--- src/rtl/serial_word_rx.sv ---
// serial_word_rx: deserializes an async-framed serial line (idle 1, start 0,
// DATA_W data bits LSB first, stop 1) into words on a valid/ready handshake.
// Ports:
//   clk       - system clock, rising edge
//   clr       - asynchronous active-low reset
//   sin       - serial line from the flip-flop stage, idle high
//   out_ready - consumer accepts out_data this cycle
//   out_data  - received word, stable while out_valid is high
//   out_valid - out_data holds an unaccepted word
//   frame_err - one-cycle pulse when the stop bit is sampled low
//   overrun   - sticky: a completed word was dropped because out_valid was high
//   busy      - receiver FSM is not idle
module serial_word_rx #(
    parameter int DATA_W       = 8,
    parameter int CLKS_PER_BIT = 4
) (
    input  logic              clk,
    input  logic              clr,
    input  logic              sin,
    input  logic              out_ready,
    output logic [DATA_W-1:0] out_data,
    output logic              out_valid,
    output logic              frame_err,
    output logic              overrun,
    output logic              busy
);
    localparam int H  = CLKS_PER_BIT / 2;
    localparam int CW = $clog2(CLKS_PER_BIT);
    localparam int IW = DATA_W > 1 ? $clog2(DATA_W) : 1;

    typedef enum logic [2:0] {IDLE, START, DATA, STOP, WAIT_IDLE} state_t;

    state_t            state, nxt;
    logic              s1, s;
    logic [CW-1:0]     cnt, cnt_nxt;
    logic [IW-1:0]     idx, idx_nxt;
    logic [DATA_W-1:0] sh, sh_nxt;
    logic              done, done_nxt, fe_nxt;
    logic              tick_h, tick;

    always_ff @(posedge clk or negedge clr) begin
        if (!clr) {s, s1} <= 2'b11;
        else      {s, s1} <= {s1, sin};
    end

    assign tick_h = cnt == CW'(H - 1);
    assign tick   = cnt == CW'(CLKS_PER_BIT - 1);
    assign busy   = state != IDLE;

    always_comb begin
        nxt      = state;
        cnt_nxt  = cnt + 1'b1;
        idx_nxt  = idx;
        sh_nxt   = sh;
        done_nxt = 1'b0;
        fe_nxt   = 1'b0;
        case (state)
            IDLE: begin
                cnt_nxt = '0;
                if (!s) nxt = START;
            end
            START: if (tick_h) begin
                cnt_nxt = '0;
                idx_nxt = '0;
                nxt     = s ? IDLE : DATA;
            end
            DATA: if (tick) begin
                cnt_nxt = '0;
                // shift in from the MSB so the first (LSB) bit ends at bit 0
                sh_nxt  = DATA_W'({s, sh} >> 1);
                idx_nxt = idx + 1'b1;
                if (idx == IW'(DATA_W - 1)) nxt = STOP;
            end
            STOP: if (tick) begin
                cnt_nxt  = '0;
                done_nxt = s;
                fe_nxt   = !s;
                nxt      = s ? IDLE : WAIT_IDLE;
            end
            WAIT_IDLE: begin
                cnt_nxt = '0;
                if (s) nxt = IDLE;
            end
            default: nxt = IDLE;
        endcase
    end

    always_ff @(posedge clk or negedge clr) begin
        if (!clr) begin
            state     <= IDLE;
            cnt       <= '0;
            idx       <= '0;
            sh        <= '0;
            done      <= 1'b0;
            frame_err <= 1'b0;
        end else begin
            state     <= nxt;
            cnt       <= cnt_nxt;
            idx       <= idx_nxt;
            sh        <= sh_nxt;
            done      <= done_nxt;
            frame_err <= fe_nxt;
        end
    end

    // a completed word may load only if the slot is empty or being drained
    // on this very edge; otherwise it is dropped and overrun latches
    always_ff @(posedge clk or negedge clr) begin
        if (!clr) begin
            out_data  <= '0;
            out_valid <= 1'b0;
            overrun   <= 1'b0;
        end else if (done) begin
            if (!out_valid || out_ready) begin
                out_data  <= sh;
                out_valid <= 1'b1;
            end else begin
                overrun <= 1'b1;
            end
        end else if (out_valid && out_ready) begin
            out_valid <= 1'b0;
        end
    end
endmodule

--- config.mk ---
export PLATFORM = sky130hd
export DESIGN_NAME = serial_word_rx
export DESIGN_NICKNAME = d
export VERILOG_FILES = /design/src/rtl/serial_word_rx.sv
export SDC_FILE = /design/constraint.sdc
export NUM_CORES = 1
export LEC_CHECK = 0
export ABC_AREA = 0
export CORE_UTILIZATION = 23
export DETAILED_ROUTE_END_ITERATION = 10
export PLACE_DENSITY = 0.45
export SLEW_MARGIN = 20
export SYNTH_ARGS = -nofsm -noshare
export SYNTH_HDL_FRONTEND = slang
export SYNTH_SLANG_ARGS = --single-unit
--- constraint.sdc ---
create_clock -name clk -period 3.1 [get_ports clk]
set_input_delay 0.62 -clock clk [delete_from_list [all_inputs] [get_ports clk]]
set_output_delay 0.62 -clock clk [all_outputs]
set_load 0.05 [all_outputs]
==> results.toml <==
[synthesis]
yosysSeqAreaShare_pct = 58.79
synth_cell_types = 26
syn-cell-area_mm2 = 0.001281
syn_inst = 98
netlist.area_leader.share_pct = 54.69
syn_avg_cell_area_um2 = 13.07
synth_edf_count = 0
synthArstFlopShare_pct = 100.0
yosysWarnings = 0
ys_ff_latch = 30
synthFlopType = "dfrtp_1"
synthTopCellsByArea = "dfrtp_1 (55%), mux2_2 (14%), ha_1 (5.9%)"
synth_top_area_cell = "dfrtp_1"
syn-num-nets = 108

[final_layout]
syn_to_final_growth_pct = 24.90
drive_gt1_share_pct = 26.89
final_nets = 128
layout_common_cells = "dfrtp_1 (28), mux2_2 (16), clkdlybuf4s50_1 (15)"
final_common_cell = "dfrtp_1"
nFillCells = 534
fin_cells = 189
area.sequential_um2 = 753.2
diodes = 0
multi_input_area_um2 = 480.5

[routing]
routed_via_density = 4.090
drtIter0Drc = 22
wl_um = 2076
firstDrtPassIters = 4
drc = 0
postRouteAntennaNets = 0
num_vias = 773
avgRoutedWirePerCell_um = 10.98

[placed_design]
hpwl_um = 1497
dp.cells = 181
port_buffers = 15
gp_congestion = 0.7617

[pwr]
powerDensity_mw_per_mm2 = 699.7
p_clk_share_pct = 28.2
power_frac_comb_pct = 24.7
leakage_nw = 0.7488
intPower_uw = 750.9
switchingPower_uw = 368.8
max-vdd-ir-drop_v = 0.0002139
power.share.sequential_pct = 47.1
swShare_pct = 32.94

[clock_network]
numCtsBuffers = 5
cts-root-buf = "clkbuf_8"
tritoncts = "yes"
h-tree-depth = 2
clk_pin_slew_ns = 0.06
clk_latency_ns = 0.27
cts_resized = 0
cts.path.max_buffers = 2
postCtsSetupBuffers = 0
cts.sink_count = 30
ctsHoldBuffers = 0

[sta]
tightest_slew_ns = 0.5014
fin_crit_sh_pct = 85.30
setup_tns_ns = 0
drv_slew = 0
fin_skew_ns = 0.005096
final-hold-violation-count = 0
finalCriticalPeriod_ns = 2.644
max-slew-margin-rel_pct = 66.47
setup_viol = 0
rsz0062_at_grt = "no"
fmax_mhz = 378.2

[global_route]
grt_pass1_wl_um = 3532
antenna_found_initial = 0
grt_max_degree = 31
grt_util_all_layers_pct = 7.883
overflow = 0
grt_pass1_vias = 762

[critical_path]
worst_setup_path_start_kind = "flop"
cp_max_fo = 14
arrival_ns = 2.02
crit_type = "flop to output port"
crit_required_ns = 2.48
end_kind = "output port"
r2r_cells = 4

[floorplanning]
boundaryPins = 16
rows = 26
start_util_pct = 24.46
core-area_mm2 = 0.005238
die_w_um = 76.64
dieArea_mm2 = 0.005873
fp.dieH_um = 76.64

[job]
maxCapViolations = 0

[hold_path]
hold_path_depth = 0
hold_class = "flop to flop"

[run_status]
outcome = "completed"
[critical path: stages, from the launching register on]
cell and delay [ns]:
dfrtp_1 0.53, or3_2 0.51, clkdlybuf4s50_1 0.71
[layer usage]
metal,track usage [%],vias to the layer above,part of all wire [%]
li1,-,381,-
met1,8.483,376,43
met2,13.78,14,52
met3,3.234,2,4.4
met4,2.885,0,0.48
met5,0,-,0
[registers in the layout, summed over array words and instances (netlist names)]
name,count
idx,3
cnt,2
sh,8
out_valid,1
out_data,8
frame_err,1
s,1
s1,1
overrun,1
done,1
state,3
[synth_stat cells (2+ instances only)]
cell type	count
a22oi_1	2
ha_1	6
a21oi_1	4
nor2_1	5
dfrtp_1	28
dfstp_2	2
inv_1	7
nand2_1	7
mux2_2	16
buf_2	2
o22ai_1	3
nand2b_1	2
[power groups by stage]
| stage | clock, mW | combinational, mW | sequential, mW |
|---|---|---|---|
| after detailed placement | 0 | 0.280 | 0.534 |
| after global routing | 0.349 | 0.309 | 0.540 |
| after global placement | 0 | 0.280 | 0.531 |
| after floorplan | 0 | 0.217 | 0.522 |
| final | 0.316 | 0.277 | 0.527 |
| after CTS | 0.331 | 0.281 | 0.527 |
[per-stage QoR]
stage / utilization, % / setup WS, ns / power (mW) / instance area [µm²] / hold WS (ns)
after floorplan: - / 1.366 / 0.7392 / 1281 / 0.3244
after global placement: 28.74 / 0.7625 / 0.8111 / 1505 / 0.3462
after detailed placement: 28.74 / 0.7510 / 0.8138 / 1505 / 0.3476
after CTS: 30.55 / 0.4531 / 1.138 / 1600 / 0.3573
after global routing: 30.55 / 0.4057 / 1.197 / 1600 / 0.3657
final: 30.55 / 0.4556 / 1.120 / 1600 / 0.3566
[path summary, 6_finish.rpt]
path / start / end / slack (ns)
max: state[0]$_DFFE_PN0P_ / busy / 0.46
max in group asynchronous: clr / s1$_DFF_PN1_ / 2.06
min: s1$_DFF_PN1_ / s$_DFF_PN1_ / 0.36
min in group asynchronous: clr / cnt[1]$_DFF_PN0_ / 0.73
max reg2reg: cnt[0]$_DFF_PN0_ / sh[2]$_DFFE_PN0P_ / 1.45
min reg2reg: s1$_DFF_PN1_ / s$_DFF_PN1_ / 0.36
[layout make-up]
| type | instances | area share [%] |
|---|---|---|
| flip-flops and latches | 30 | 47.07 |
| well taps | 70 | 5.473 |
| inverters | 7 | 1.642 |
| repair buffers | 16 | 9.851 |
| multi-input cells | 58 | 30.02 |
| clock inverters | 2 | 0.7819 |
| clock buffers | 6 | 5.160 |
[logic make-up (layout without fill, tap and decap cells)]
group	Yosys count	in the layout	synth area share (%)
AOI/OAI and AO/OA	14	14	7.520
adders and majority gates	6	6	5.859
muxes	17	17	14.84
buffers and inverters	10	31	3.711
DFF	30	30	58.79
and+or+nand+nor	21	21	9.279
(Power assumes the default switching activity.)
